<file path="config.mk">
export PLATFORM = sky130hd
export DESIGN_NAME = spi_ram_burst_flat
export DESIGN_NICKNAME = d
export VERILOG_FILES = /design/src/rtl/spi_ram_burst_if.sv /design/src/rtl/spi_ram_burst.sv /design/src/flat_wrapper.sv
export SDC_FILE = /design/constraint.sdc
export NUM_CORES = 2
export LEC_CHECK = 0
export CORE_MARGIN = 4
export CORE_UTILIZATION = 36
export DETAILED_ROUTE_END_ITERATION = 6
export PLACE_DENSITY = 0.57
export SYNTH_ARGS = -nofsm -noshare
export SYNTH_HDL_FRONTEND = slang
export SYNTH_SLANG_ARGS = --single-unit
</file>
<file path="constraint.sdc">
create_clock -name clk -period 3.4 [get_ports clk]
set_input_delay 0.68 -clock clk [delete_from_list [all_inputs] [get_ports clk]]
set_output_delay 0.68 -clock clk [all_outputs]
set_load 0.02 [all_outputs]
</file>
<file path="src/rtl/spi_ram_burst_if.sv">
// Word-level link between the SPI slave core and the RAM back end.
// The master side is the SPI core (rx words in, tx words out); the slave side is the RAM.
interface spi_ram_burst_if #(
    parameter int DATA_WIDTH = 8
);
    logic [DATA_WIDTH+1:0] din;
    logic                  rx_valid;
    logic                  tx_ready;
    logic [DATA_WIDTH-1:0] dout;
    logic                  tx_valid;
    logic                  busy;
    logic                  cmd_drop;

    modport master (
        output din, rx_valid, tx_ready,
        input  dout, tx_valid, busy, cmd_drop
    );

    modport slave (
        input  din, rx_valid, tx_ready,
        output dout, tx_valid, busy, cmd_drop
    );
endinterface

</file>
<file path="src/rtl/spi_ram_burst.sv">
// RAM back end for the SPI slave: decodes 2-bit-opcode command words and streams
// multi-word burst reads to the tx path under a valid/ready handshake.
module spi_ram_burst #(
    parameter int MEM_DEPTH  = 256,
    parameter int ADDR_SIZE  = 8,
    parameter int DATA_WIDTH = 8,
    parameter bit AUTO_INC   = 1'b1
) (
    input  logic           clk,
    input  logic           rst_n,
    spi_ram_burst_if.slave bus
);

    typedef enum logic [1:0] {
        OP_WADDR = 2'b00,
        OP_WDATA = 2'b01,
        OP_RADDR = 2'b10,
        OP_READ  = 2'b11
    } opcode_e;

    typedef enum logic {
        IDLE,
        READ
    } state_e;

    localparam logic [ADDR_SIZE-1:0] LAST_ADDR = ADDR_SIZE'(MEM_DEPTH - 1);

    logic [DATA_WIDTH-1:0] mem [MEM_DEPTH];

    state_e                state;
    logic [ADDR_SIZE-1:0]  write_address;
    logic [ADDR_SIZE-1:0]  read_address;
    logic [DATA_WIDTH-1:0] remaining;
    logic [DATA_WIDTH-1:0] dout_q;
    logic                  tx_valid_q;
    logic                  busy_q;
    logic                  cmd_drop_q;

    opcode_e               opcode;
    logic [DATA_WIDTH-1:0] payload;
    logic [ADDR_SIZE-1:0]  cmd_addr;
    logic                  mem_we;

    assign opcode   = opcode_e'(bus.din[DATA_WIDTH+1:DATA_WIDTH]);
    assign payload  = bus.din[DATA_WIDTH-1:0];
    assign cmd_addr = payload[ADDR_SIZE-1:0];
    assign mem_we   = (state == IDLE) && bus.rx_valid && (opcode == OP_WDATA);

    // Addresses wrap at the memory depth, which may be smaller than 2**ADDR_SIZE.
    function automatic logic [ADDR_SIZE-1:0] next_addr(input logic [ADDR_SIZE-1:0] a);
        return (a == LAST_ADDR) ? '0 : a + 1'b1;
    endfunction

    // NOTE: the storage array has no reset branch; clearing it would force a flop
    // array instead of a RAM macro, and software never relies on power-up contents.
    always_ff @(posedge clk) begin
        if (mem_we) begin
            mem[write_address] <= payload;
        end
    end

    // NOTE: all state updates use non-blocking assignments so every register samples
    // the pre-edge values, e.g. dout reads the old read_address while it increments.
    always_ff @(posedge clk or negedge rst_n) begin
        if (!rst_n) begin
            state         <= IDLE;
            write_address <= '0;
            read_address  <= '0;
            remaining     <= '0;
            dout_q        <= '0;
            tx_valid_q    <= 1'b0;
            busy_q        <= 1'b0;
            cmd_drop_q    <= 1'b0;
        end else begin
            cmd_drop_q <= 1'b0;
            case (state)
                IDLE: begin
                    if (bus.rx_valid) begin
                        case (opcode)
                            OP_WADDR: write_address <= cmd_addr;
                            OP_WDATA: begin
                                if (AUTO_INC) begin
                                    write_address <= next_addr(write_address);
                                end
                            end
                            OP_RADDR: read_address <= cmd_addr;
                            OP_READ: begin
                                dout_q       <= mem[read_address];
                                tx_valid_q   <= 1'b1;
                                read_address <= next_addr(read_address);
                                remaining    <= payload;
                                busy_q       <= 1'b1;
                                state        <= READ;
                            end
                        endcase
                    end
                end
                READ: begin
                    // Commands arriving mid-burst, including on the final handshake, are discarded.
                    if (bus.rx_valid) begin
                        cmd_drop_q <= 1'b1;
                    end
                    if (bus.tx_ready) begin
                        if (remaining == '0) begin
                            tx_valid_q <= 1'b0;
                            busy_q     <= 1'b0;
                            state      <= IDLE;
                        end else begin
                            dout_q       <= mem[read_address];
                            read_address <= next_addr(read_address);
                            remaining    <= remaining - 1'b1;
                        end
                    end
                end
            endcase
        end
    end

    assign bus.dout     = dout_q;
    assign bus.tx_valid = tx_valid_q;
    assign bus.busy     = busy_q;
    assign bus.cmd_drop = cmd_drop_q;

endmodule

</file>
<file path="src/flat_wrapper.sv">
// flat-port wrapper written by rule: the top's interface ports become plain ports
module spi_ram_burst_flat 
#(
    parameter int MEM_DEPTH  = 256,
    parameter int ADDR_SIZE  = 8,
    parameter int DATA_WIDTH = 8,
    parameter bit AUTO_INC   = 1'b1
)
  (clk, rst_n, bus_din, bus_rx_valid, bus_tx_ready, bus_dout, bus_tx_valid, bus_busy, bus_cmd_drop);
  spi_ram_burst_if #(.DATA_WIDTH(DATA_WIDTH)) bus_i ();
  input  logic clk;
  input  logic rst_n;
  input wire logic [$bits(bus_i.din)-1:0] bus_din;
  input wire logic [$bits(bus_i.rx_valid)-1:0] bus_rx_valid;
  input wire logic [$bits(bus_i.tx_ready)-1:0] bus_tx_ready;
  output wire logic [$bits(bus_i.dout)-1:0] bus_dout;
  output wire logic [$bits(bus_i.tx_valid)-1:0] bus_tx_valid;
  output wire logic [$bits(bus_i.busy)-1:0] bus_busy;
  output wire logic [$bits(bus_i.cmd_drop)-1:0] bus_cmd_drop;
  assign bus_i.din = bus_din;
  assign bus_i.rx_valid = bus_rx_valid;
  assign bus_i.tx_ready = bus_tx_ready;
  assign bus_dout = bus_i.dout;
  assign bus_tx_valid = bus_i.tx_valid;
  assign bus_busy = bus_i.busy;
  assign bus_cmd_drop = bus_i.cmd_drop;
  spi_ram_burst #(.MEM_DEPTH(MEM_DEPTH), .ADDR_SIZE(ADDR_SIZE), .DATA_WIDTH(DATA_WIDTH), .AUTO_INC(AUTO_INC)) u_core (.clk(clk), .rst_n(rst_n), .bus(bus_i));
endmodule
</file>
**After elaboration in Yosys (flattened, before gate mapping)**

Memories as Yosys holds them, arrays and structs flattened.
Cells that the tools add are included.

- Register bits after elaboration: 35
- RAM bits: 2048
- Output and inout bits: 11
- Memories kept: 1

- Reductions and logical operators: 9
- Add/subtract/negate cells: 3
- Eq/ne operators: 11
- Bitwise logic cells: 1
- Muxes and demuxes: 32

Memory list:

| memory | depth | bits a word | read ports | clocked after memory_dff | write ports | RTL line | RTL |
|---|---|---|---|---|---|---|---|
| u_core.mem | 256 | 8 | 1 | 0 | 1 | spi_ram_burst.sv:28 | `logic [DATA_WIDTH-1:0] mem [MEM_DEPTH];` |

Operator list:

| cell | number |
|---|---|
| $mux W8 | 13 |
| $pmux W8 S2 | 5 |
| $add A8 B1 Y8 const B | 2 |
| $eq A8 B8 Y1 const B | 2 |
| $mux W1 | 12 |
| $reduce_and A4 Y1 | 3 |
| $ne A2 B2 Y1 const B | 5 |
| $logic_not A8 Y1 | 1 |
| $sub A8 B1 Y8 const B | 1 |
| $eq A2 B2 Y1 const B | 2 |
| $pmux W1 S2 | 2 |
| $ne A3 B3 Y1 const B | 1 |
| $reduce_and A3 Y1 | 1 |
| $eq A2 B1 Y1 const B | 1 |
| $logic_and A1 B1 Y1 | 2 |
| $logic_not A2 Y1 | 1 |
| $reduce_bool A2 Y1 | 1 |
| $not A1 Y1 | 1 |

**Longest topological paths before layout**

- Depth in word-level cells: 5
- Mapped depth: 12
- Mapped depth without buffers: 8

**Worst setup path before layout**

OpenSTA, ideal clock, no wires.

- Path type: input port to flip-flop
- From: input port bus_din[9]
- To: memory u_core.mem[83][0], enable pin
- Arrival time: 2.622 ns
- Stages: 8
- Data required time: 3.030 ns
- Setup slack: 0.408 ns
- Cell sequence: clkbuf_1 > or2_2 > clkbuf_1 > nor2_1 > clkbuf_1 > nand3_1 > clkbuf_1 > nor2_1

- Longest elaborated chain between the ends: 4

RTL lines:

| what | RTL line | RTL |
|---|---|---|
| start, declared | flat_wrapper.sv:13 | `input wire logic [$bits(bus_i.din)-1:0] bus_din;` |
| $eq A2 B1 Y1 | spi_ram_burst.sv:47 | `assign mem_we = (state == IDLE) && bus.rx_valid && (opcode == OP_WDATA);` |
| $logic_and A1 B1 Y1 | spi_ram_burst.sv:47 |  |
| $mux W1 | spi_ram_burst.sv:57 | `if (mem_we) begin` |
| $mux W1 (implied by the code) | spi_ram_burst.sv:58 | `mem[write_address] <= payload;` |
| end, declared | spi_ram_burst.sv:28 |  |

No other way between the ends.

**Final worst setup path**

- From: register u_core.read_address[0]
- To: register u_core.dout_q[2], in the netlist u_core.bus.dout[2]

- Longest elaborated chain between the ends: 4
- Elaborated cells between the ends (all ways): 6
- Those cells by class: mux (5); memory (1)

RTL lines:

| what | RTL line | RTL |
|---|---|---|
| start, declared | spi_ram_burst.sv:32 | `logic [ADDR_SIZE-1:0] read_address;` |
| start signal, assigned | spi_ram_burst.sv:86 | `OP_RADDR: read_address <= cmd_addr;` |
| start signal, assigned | spi_ram_burst.sv:90 | `read_address <= next_addr(read_address);` |
| start signal, assigned | spi_ram_burst.sv:110 | `read_address <= next_addr(read_address);` |
| $mem_v2 Z256 W8 * | -- |  |
| $mux W8, on equally long branches | spi_ram_burst.sv:104, spi_ram_burst.sv:79 |  |
| $mux W8, on equally long branches | spi_ram_burst.sv:103, spi_ram_burst.sv:78 |  |
| $pmux W8 S2 * | spi_ram_burst.sv:76 | `case (state)` |
| end signal, assigned | spi_ram_burst.sv:88 | `dout_q <= mem[read_address];` |
| end signal, assigned | spi_ram_burst.sv:109 | `dout_q <= mem[read_address];` |
| end, declared | spi_ram_burst.sv:34 | `logic [DATA_WIDTH-1:0] dout_q;` |

Mark *: on every way between the ends. The rest lies on a longest branch, timed or not. The select of a mux whose other input is x is not followed.
A chain may end at the register's enable or synchronous reset.

==> impl_metrics.tcl <==
set metrics [dict create \
    synth_top_family_by_area "multiplexers" \
    synthSimpleGateAreaFrac_pct 3.65 \
    die_x_um 483 \
    finalWirelength_um 223000 \
    fmax_mhz 297 \
    cts.clk_slew.worst_paths_ps 60 \
    grt_usage_pct 18.8 \
    swShare_pct 30.4 \
    nFillCells 19400 \
    stdcell_area_mm2 0.0960 \
    p_comb_share_pct 28.8 \
    min_period_over_period_pct 99.1 \
    grt_max_degree 106 \
    cts_root_buffer "clkbuf_16" \
    finalMaxSlewViolations 0 \
    required_ps 4130 \
    ys_top_cells_by_area "edfxtp_1, mux4_2, nor2_1, dfrtp_1, a22oi_1" \
    seq_power_share_pct 40.4 \
    r2r-start "u_core.read_address[0]$_DFFE_PN0P_" \
    power_density_mw_per_mm2 747 \
    drtPass1Iterations 5 \
    setup.worst_path.end_class "register" \
    synth_edf_count 2048 \
    drc 0 \
    ant_nets 0 \
    grt_pass1_vias 42300 \
    grt_pass1_wl_um 319000 \
    netlist.area_leader.share_pct 75.6 \
    initialDrtViolationCount 4922 \
    cts_max_path_buffers 3 \
    synth_nets 3955 \
    synth_cells 3934 \
    cts_tree "done" \
    hold_viol_final 0 \
    clkPwrFrac_pct 30.8 \
    drv_cap 0 \
    ys_ff_latch 2083 \
    ys.flop_type "edfxtp_1" \
    grt_remaining_overflow 0 \
    io_buffers 24 \
    yosysWarnings 0 \
    die_area_mm2 0.234 \
    criticalPathCategory "register to register" \
    num_io_pins 25 \
    dp_hpwl_um 145000 \
    synth-compound-area-share_pct 2.66 \
    worstSetupStartpointType "register" \
    nNetsFinal 4527 \
    synth.area.mux_share_pct 15.3 \
    rows 174 \
    synth_fa_ha_area_share_pct 0.108 \
    min-delay-start "bus_din[3]" \
    max_slew_margin_pct 24.3 \
    rrSetupSlack_ps 30 \
    min_period_ps 3370 \
    hold_path_depth 1 \
    hp-class "input pin to register" \
    hold_slack_ps 267 \
    p_sw_uw 21800 \
    start_util_pct 36.2 \
    vias 42500 \
    place_area_mm2 0.0892 \
    drive_above_1_share_pct 31.1 \
    core_mm2 0.225 \
    antenna_found_initial 7 \
    wire_per_inst_um 29.1 \
    critPathArrivalTime_ps 4100 \
    r2r-end "u_core.bus.dout[2]$_DFFE_PN0P_" \
    yosysUniqueCellTypes 63 \
    irDropWorstVdd_v 0.000590 \
    p_leak_uw 0.0305 \
    synth_area_mm2 0.0814 \
    area_growth_pct 17.9 \
    intPower_uw 49900 \
    async_flop_share_pct 1.68 \
    r2r.worst_path.cells 12 \
    clock_sinks 2083 \
    fin_skew_ps 44.4 \
    htree_levels 4 \
    seq_area_frac_synth_pct 76.7 \
    holdPathEnd "u_core.mem[23][3]$_DFFE_PP_" \
    clk_latency_ps 840 \
    path_max_fanout 15 \
    synth_area_per_cell_um2 20.7 \
    yosysTopAreaCell "edfxtp_1" \
    gp_congestion 0.849 \
    synth_xor_area_share_pct 0 \
    vias_per_cell 5.53 \
    die_h_um 483 \
    final-setup-viol-count 0 \
    tightest_slew_ps 1140 \
    numCtsBuffers 207 \
    status "finished clean" \
]
## power by group through the flow
| stage | clock network, uW | registers [uW] | logic [uW] |
|---|---|---|---|
| CTS | 22500 | 29000 | 20500 |
| detailed placement | 0 | 29500 | 20400 |
| finish | 22100 | 29000 | 20600 |
| global placement | 0 | 29500 | 20300 |
| global route | 23700 | 29000 | 21700 |
| floorplan | 0 | 29100 | 12400 |
## final cells by class
class	instances	area (um2)	area share (%)
Multi-Input combinational cell	1595	17800	18.5
Antenna cell	4	10.0	0.0104
Clock inverter	124	1010	1.05
Timing Repair Buffer	610	5490	5.72
Clock buffer	257	5520	5.75
Inverter	9	33.8	0.0352
Tap cell	2992	3740	3.90
Sequential cell	2083	62400	65.0
## cells in the mapped netlist (3+ instances only)
master and count:
a31oi_1 21, or3_1 5, o2111ai_1 3, and3_1 16
o21ai_0 43, nor3b_1 6, dfrtp_1 35, a211oi_1 10
and2_1 7, buf_6 20, nand4_1 27, nor4_1 8
a21o_1 3, o211ai_1 7, nor3_1 34, ha_1 7
buf_2 74, nor2b_1 30, a2111oi_1 3, nor2_1 312
clkbuf_1 99, mux4_2 507, nand3_1 92, o31ai_1 6
o22ai_1 35, buf_1 20, a21oi_1 64, nand2_1 95
or2_2 3, o221ai_1 15, mux2_2 34, inv_1 8
or2_1 3, edfxtp_1 2048, a22oi_1 94, buf_4 32
o21ai_1 7, nand2b_1 8, mux2i_1 62
## flip-flops by register name (all words and copies together) (netlist names)
register	count
u_core.bus.dout	8
u_core.mem	2048
u_core.write_address	8
u_core.state	1
u_core.read_address	8
u_core.remaining	8
u_core.bus.tx_valid	1
u_core.bus.cmd_drop	1
## cell families (layout without fill, tap and decap cells)
kind of cell	after synthesis	in the layout
and+or+nand+nor	656	656
other	0	4
buffers and inverters	256	1000
DFF	2083	2083
AOI/OAI and AO/OA	329	329
adders and majority gates	7	7
muxes	603	603
## worst max path at each step
stage / start / to
final: u_core.read_address[0]$_DFFE_PN0P_ / u_core.bus.dout[2]$_DFFE_PN0P_
after detailed placement: u_core.read_address[0]$_DFFE_PN0P_ / u_core.bus.dout[3]$_DFFE_PN0P_
after floorplan: bus_din[9] / u_core.mem[83][0]$_DFFE_PP_
after global routing: u_core.read_address[0]$_DFFE_PN0P_ / u_core.bus.dout[2]$_DFFE_PN0P_
after global placement: u_core.read_address[0]$_DFFE_PN0P_ / u_core.bus.dout[1]$_DFFE_PN0P_
after CTS: u_core.read_address[0]$_DFFE_PN0P_ / u_core.bus.dout[2]$_DFFE_PN0P_
## placed cells by master, fill, tap and decap left out, drive strengths merged, types with 5 or more instances in the layout
| cell type | netlist | layout |
|---|---|---|
| mux4 | 507 | 507 |
| and3 | 16 | 16 |
| nor3b | 6 | 6 |
| nor2 | 312 | 312 |
| a31oi | 21 | 21 |
| nand3 | 92 | 92 |
| clkinv | 1 | 102 |
| a21oi | 64 | 64 |
| inv | 8 | 13 |
| mux2 | 34 | 34 |
| clkbuf | 99 | 259 |
| o221ai | 15 | 15 |
| edfxtp | 2048 | 2048 |
| bufinv | 0 | 13 |
| ha | 7 | 7 |
| o211ai | 7 | 7 |
| dfrtp | 35 | 35 |
| or2 | 6 | 6 |
| a211oi | 10 | 10 |
| buf | 148 | 592 |
| and2 | 7 | 7 |
| o21ai | 50 | 50 |
| nand2 | 96 | 96 |
| or3 | 5 | 5 |
| nor2b | 30 | 30 |
| o22ai | 35 | 35 |
| a22oi | 94 | 94 |
| mux2i | 62 | 62 |
| o31ai | 6 | 6 |
| nor3 | 34 | 34 |
| nor4 | 8 | 8 |
| nand4 | 27 | 27 |
| clkdlybuf4s50 | 0 | 15 |
| clkinvlp | 0 | 5 |
| nand2b | 8 | 8 |
## metrics by stage
step / power (uW) / util (%) / setup TNS [ps] / cells / worst slack, ps
after CTS: 72000 / 42.6 / 0 / 7663 / 0.289
after detailed placement: 49900 / 39.7 / -229 / 7281 / -194
after floorplan: 41500 / - / 0 / 3934 / 408
after global placement: 49800 / 39.7 / -741 / 7281 / -120
after global routing: 74300 / 42.7 / -55.7 / 7672 / -36.1
final: 71700 / 42.7 / 0 / 7674 / 31.5
## critical path, cell delays in order (launching register included)
cell and delay, ps:
dfrtp_4 490, buf_4 170, buf_12 120, clkbuf_16 210, mux4_2 530, mux2i_2 330
nor3_1 180, nor3_2 220, buf_4 160, o2111ai_1 190, a2111oi_1 410, buf_4 170
a21oi_1 50
## per-layer routing
layer	vias to the layer above	track usage, %	part of all wire [%]
met1	22700	26.9	42
met5	-	0	0
met3	327	3.40	7.9
met2	1909	29.1	47
li1	17500	-	-
met4	0	6.25	3.2
## what timing repair did
item | in CTS | in global routing
endpoints found under the hold margin | 1 | 0
pin swaps | 1 | 0
hold buffers | 1 | 0
setup buffers | 0 | 5
gates cloned | 0 | 2
resized for setup | 8 | 12
setup endpoints to repair | 4 | 6
Note: power is estimated with default switching activity, not from simulation.
